--- src/rtl/mul_ctrl_pkg.sv ---
// mul_ctrl_pkg: shared defaults and tag types for the multiplier issue controller
package mul_ctrl_pkg;
  localparam int W_DEF = 32;
  localparam int N_REQ_DEF = 2;
  localparam int MUL_LAT_DEF = 2;
  typedef logic [$clog2(N_REQ_DEF)-1:0] req_id_t;
  typedef struct packed {logic vld; req_id_t id;} mul_tag_t;
endpackage

--- src/rtl/mul_issue_ctrl_rr_arbiter.sv ---
// rr_arbiter: rotating-priority arbiter (clk, rst, req[N] in, upd advances pointer past current winner, gnt[N] one-hot out)
module rr_arbiter #(
  parameter int N = 2
) (
  input  logic         clk,
  input  logic         rst,
  input  logic [N-1:0] req,
  input  logic         upd,
  output logic [N-1:0] gnt
);
  localparam int PW = $clog2(N);
  logic [PW-1:0] ptr, nxt;
  logic found;
  always_comb begin
    gnt = '0;
    nxt = ptr;
    found = 1'b0;
    for (int i = 0; i < N; i++)
      for (int j = 0; j < N; j++)
        if (!found && j == (int'(ptr) + i) % N && req[j]) begin
          gnt[j] = 1'b1;
          nxt = PW'((j + 1) % N);
          found = 1'b1;
        end
  end
  always_ff @(posedge clk)
    if (rst) ptr <= '0;
    else if (upd) ptr <= nxt;
endmodule

--- src/rtl/mul_issue_ctrl.sv ---
// mul_issue_ctrl: shares one pipelined multiplier among N_REQ requesters (req_valid/ready/a/b in, flush, mul_a/b out, mul_c in, resp_valid/data out, busy)
module mul_issue_ctrl import mul_ctrl_pkg::*; #(
  parameter int W = W_DEF,
  parameter int N_REQ = N_REQ_DEF,
  parameter int MUL_LAT = MUL_LAT_DEF
) (
  input  logic               clk,
  input  logic               rst,
  input  logic [N_REQ-1:0]   req_valid,
  output logic [N_REQ-1:0]   req_ready,
  input  logic [N_REQ*W-1:0] req_a,
  input  logic [N_REQ*W-1:0] req_b,
  input  logic               flush,
  output logic [W-1:0]       mul_a,
  output logic [W-1:0]       mul_b,
  input  logic [W-1:0]       mul_c,
  output logic [N_REQ-1:0]   resp_valid,
  output logic [W-1:0]       resp_data,
  output logic               busy
);
  localparam int IW = $clog2(N_REQ);
  typedef struct packed {logic vld; logic [IW-1:0] id;} tag_t;
  tag_t [MUL_LAT:0] tag;
  logic [N_REQ-1:0] gnt;
  logic acc, done;
  logic [IW-1:0] wid;
  logic [W-1:0] sel_a, sel_b;
  rr_arbiter #(.N(N_REQ)) u_arb (.clk, .rst, .req(req_valid), .upd(acc), .gnt);
  assign req_ready = (rst || flush) ? '0 : gnt;
  assign acc = |req_ready;
  // the last tag stage lines up with mul_c for its op; flush also kills that final stage
  assign done = tag[MUL_LAT].vld && !flush;
  always_comb begin
    wid = '0;
    sel_a = '0;
    sel_b = '0;
    for (int i = 0; i < N_REQ; i++)
      if (gnt[i]) begin
        wid = IW'(i);
        sel_a = req_a[i*W +: W];
        sel_b = req_b[i*W +: W];
      end
  end
  always_comb begin
    busy = 1'b0;
    for (int k = 0; k <= MUL_LAT; k++) busy = busy | tag[k].vld;
  end
  always_ff @(posedge clk)
    if (rst) begin
      mul_a <= '0;
      mul_b <= '0;
      resp_data <= '0;
      resp_valid <= '0;
      tag <= '0;
    end else begin
      if (acc) begin
        mul_a <= sel_a;
        mul_b <= sel_b;
      end
      tag <= flush ? '0 : {tag[MUL_LAT-1:0], tag_t'{acc, wid}};
      resp_valid <= done ? N_REQ'(1) << tag[MUL_LAT].id : '0;
      if (done) resp_data <= mul_c;
    end
endmodule

--- config.mk ---
export PLATFORM = sky130hd
export DESIGN_NAME = mul_issue_ctrl
export DESIGN_NICKNAME = d
export VERILOG_FILES = /design/src/rtl/mul_ctrl_pkg.sv /design/src/rtl/mul_issue_ctrl_rr_arbiter.sv /design/src/rtl/mul_issue_ctrl.sv
export SDC_FILE = /design/constraint.sdc
export NUM_CORES = 1
export LEC_CHECK = 0
export ABC_AREA = 1
export CORE_MARGIN = 2
export CORE_UTILIZATION = 43
export CTS_CLUSTER_SIZE = 16
export DETAILED_ROUTE_END_ITERATION = 8
export PLACE_DENSITY = 0.95
export SLEW_MARGIN = 20
export SYNTH_ARGS = -nofsm -noshare
export SYNTH_HDL_FRONTEND = slang
export SYNTH_SLANG_ARGS = --single-unit
--- constraint.sdc ---
create_clock -name clk -period 3.7 [get_ports clk]
set_input_delay 0.74 -clock clk [delete_from_list [all_inputs] [get_ports clk]]
set_output_delay 0.74 -clock clk [all_outputs]
set_load 0.01 [all_outputs]
* Yosys cells after proc, flatten, opt, wreduce, memory -nomap -nowiden
Cells that the tools add are included.
** Operators by class
- Equal/unequal tests :: 1
- $add $sub $neg :: 1
- Multiplexer cells :: 16
- Bitwise gates (word level) :: 4
- Reductions and logical operators :: 20
- Shifts and indexed selects :: 1
** Operator list (number)
- 32-bit 2-to-1 mux :: 4
- 32-bit logical NOT :: 2
- 1-bit 2-to-1 mux :: 11
- 1-bit logical AND :: 8
- 2-bit OR reduction :: 3
- 1-bit logical NOT :: 4
- 4-bit nonzero test :: 1
- 2-bit == test (first input constant) :: 1
- 2-bit 2-to-1 mux :: 1
- 1-bit OR :: 2
- 2-bit AND reduction :: 1
- 1-bit by 1-bit left shift with 2-bit output (first input constant) :: 1
- 1-bit adder (second input constant) :: 1
- 1-bit AND (first input constant) :: 1
- 1-bit logical OR :: 1
- 1-bit NOT :: 1
** Storage, ports and cells
- Register bits after elaboration :: 105
- Input bits :: 165
- Output and inout bits :: 101

* Longest topological paths before layout
- Depth after elaboration :: 18
- Depth in mapped cells :: 8
- Mapped depth without buffers :: 7

* Cells and area by module
A second synthesis with hierarchy kept.
** Second synthesis, totals
- Cells, all modules :: 796
- Area total of the unflattened synthesis :: 4902.2 µm²
** Modules (own cells, without submodules)
- mul_issue_ctrl :: times used 1, seq. area each 2082.0 µm², area an instance 4842.1 µm², cells each 788
- rr_arbiter :: times used 1, seq. area each 20.0 µm², area an instance 60.1 µm², cells each 8

* Worst setup path after synthesis
No wires, ideal clock.
- Path kind :: input-to-output
- Start :: input port rst
- End :: output port req_ready[1]
- Stages :: 6
- Data required time :: 2.960 ns
- Setup slack :: 1.463 ns
- Buffers on the path :: 3
- Arrival :: 1.497 ns
- Cells stage by stage :: buf_6 nor2_8 nand3_4 buf_6 buf_2 inv_1
** On the way
- Longest elaborated chain between the ends :: 2
** Ends and longest elaborated chain
- start, declared :: line mul_issue_ctrl.sv:8 : input logic rst,
- 1-bit logical OR :: line mul_issue_ctrl.sv:29 : assign req_ready = (rst || flush) ? '0 : gnt;
- 2-bit 2-to-1 mux :: line mul_issue_ctrl.sv:29
- end, declared :: line mul_issue_ctrl.sv:10 : output logic [N_REQ-1:0] req_ready,
No other way between the ends.

* Final worst setup path
- Start :: input port rst
- End :: output port req_ready[0]
The elaborated chain is that of the path after synthesis.

==> results.md <==
- Sw frac: 26.32%
- Starting DRC count in detailed routing: 364
- CP Cell Sequence: clkdlybuf4s50_1 > nor2_8 > nand3_4 > inv_1 > clkdlybuf4s50_1
- Starting Density: 43.68%
- Largest net degree at the start of global routing: 68
- I/O Buffers: 265
- Yosys warning count: 0
- Syn nets: 875
- TritonRoute pass-1 iters: 5
- # hold bufs at CTS: 0
- CTS tree: built
- Detail Placement HPWL: 11.30 mm
- Clk_skew: 0.003790 ns
- Worst Setup Start Kind: input port
- Clock Power Share: 34.6%
- Clock Path Buffers: 2
- First-pass GRT wire length: 26.19 mm
- Mapped Area: 4945 um2
- Commonest cells post-synth: 161 x nand3_1, 134 x nor2_1, 130 x nand2_1, 105 x dfxtp_1, 40 x buf_2
- Ant diodes: 0
- Cell count after synthesis: 710
- Status: finished clean
- Total grt overflow: 0
- HP Class: reg2reg
- Sw Pwr: 0.7001 mW
- Synth Area per Inst: 6.964 um2
- Core Region: 11320 um2
- Most common cell in the netlist: nand3_1
- Synth Flop Type: dfxtp_1
- F_max: 341.8 MHz
- Hold Slack: 0.4216 ns
- Post-synth EDFFs: 0
- CP most frequent cell: clkdlybuf4s50_1
- Fill count: 912
- Area contributors post-synth: dfxtp_1 43%, nand3_1 16%, nor2_1 10%
- Placer Congestion: 0.7946
- Crit end category: primary output
- Die Y: 111.2 um
- Critical path type: in2out
- Combinational power share: 20.4%
- Vias per cell: 5.213
- Buffers & Inverters on Critical Path: 3
- Worst-path clk slew: 0.07 ns
- Peak supply drop: 306.5 uV
- Antenna violations before repair: 0
- Layout Nets: 1097
- Fin. max-slew vios: 0
- I/O Pins: 266
- RSZ-0062 raised after global routing: false
- Final Setup Violations: 0
- H-tree Lvls: 3
- Post-synth top area share: 42.51%
- # Max-Cap Violations: 0
- Asr flop ratio synth: 0%
- Area delta synth->final: 57.36%
- CTS resizes: 0
- Synth area leader: dfxtp_1
- Cell internal pwr: 1.960 mW
- Final ANT Viol Nets: 0
- Die area: 12370 um2
- Slowest CP cell: clkdlybuf4s50_1
- Via count: 5630
- Layout cells sized above 1: 3.735%
- Power per Cell Area: 341.8 nW/um2
- Inserted Clock Buffers: 9
- Max Fanout on Critical Path: 4
- Seq/Total Area, Yosys: 42.51%
- WL final: 16.32 mm
- Setup TNS Final: 0 ns
- Hold Vio Cnt, Final: 0
- CTS root buf: clkbuf_16
- Post-route DRC: 0
- Routed len/inst: 15.11 um
- Synth cell types: 19
- Post-synthesis register bit count: 105
- Worst EP required: 2.96 ns
- TritonCTS Sinks: 105
- Vias in the first global route: 5273
- CP arrival: 2.19 ns
- Rel. slew slack: 31.56%
- # rows: 39
- Min Tclk post-route: 2.926 ns
- Max incr delay on CP: 0.55 ns
- GRT Overall Usage: 25.77%
- CP delay by family, top: buffers and inverters
- Die X: 111.2 um
- Final worst path period share: 79.08%
- Seq pwr share: 44.9%
- Clock latency at the later pin of the worst-skew pair: 0.35 ns
- Lkg Pwr: 3.323 nW
- Worst-Margin Slew: 1.025 ns
- Post-CTS Setup Bufs: 0
[layer usage]
metal / part of all wire (%) / GRT usage (%) / vias to the layer above
li1: - / - / 2773
met1: 41 / 31.32 / 2597
met2: 50 / 43.86 / 234
met3: 7.3 / 7.873 / 26
met4: 2.0 / 7.819 / 0
met5: 0 / 0 / -
[per-stage QoR]
| step | cell area [um2] | utilization, % | power, mW | cells | worst slack [ns] |
|---|---|---|---|---|---|
| after floorplan | 4945 | - | 1.460 | 710 | 1.463 |
| after global placement | 7492 | 66.18 | 1.752 | 1064 | 0.7757 |
| after detailed placement | 7492 | 66.18 | 1.763 | 1064 | 0.7040 |
| after CTS | 7781 | 68.73 | 2.687 | 1080 | 0.7605 |
| after global routing | 7781 | 68.73 | 2.783 | 1080 | 0.7241 |
| final | 7781 | 68.73 | 2.660 | 1080 | 0.7742 |
[path summary, 6_finish.rpt]
kind | startpoint | endpoint | slack, ns | depth (start not counted)
min | tag[0] | tag[2] | 0.42 | 2
max reg2reg | u_arb.ptr | mul_b[10] | 1.73 | 7
max | rst | req_ready[0] | 0.77 | 5
min reg2reg | tag[0] | tag[2] | 0.42 | 2
[sequential cells by signal, summed over array words and instances, names as in the netlist]
signal and count:
mul_a 32, mul_b 32, resp_data 32, resp_valid 2
tag 6, u_arb.ptr 1
[final cells by class]
type                    count  area, um2  area share, %
repair buffers            275       2718          34.93
flip-flops and latches    105       2102          27.01
multi-input cells         528       2445          31.42
well taps                 143      178.9          2.299
clock buffers              10      239.0          3.071
clock inverters             6      50.05         0.6432
inverters                  13      48.80         0.6271
[cells in the final DEF (no fill, tap or decap), types with 9 or more instances in the layout]
master | synthesis | layout
o21ai_0 | 32 | 32
a21oi_1 | 33 | 33
clkbuf_16 | 0 | 9
dfxtp_1 | 105 | 105
inv_1 | 11 | 11
buf_4 | 5 | 10
nand2_1 | 130 | 128
clkdlybuf4s50_1 | 0 | 263
nand3_1 | 161 | 161
nand3b_1 | 32 | 32
nor2_1 | 134 | 134
[power groups by stage]
stage	combinational [mW]	clock, mW	sequential (mW)
floorplan	0.223	0	1.24
global placement	0.533	0	1.22
detailed placement	0.543	0	1.22
CTS	0.546	0.946	1.20
global route	0.589	0.994	1.20
finish	0.543	0.922	1.20
[cell families after synthesis]
kind of cell	after synthesis	share of synthesized area, %
AOI/OAI and AO/OA	65	6.579
buffers and inverters	77	8.148
DFF	105	42.51
and+or+nand+nor	463	42.76
[worst reg2reg max path: cells and delay by family (launching register included)]
kind,cells,cell delay [ns]
AND/OR/NAND/NOR,5,0.53
flip-flops,1,0.38
buffers and inverters,2,0.99
Note: power is estimated with default switching activity, not from simulation.
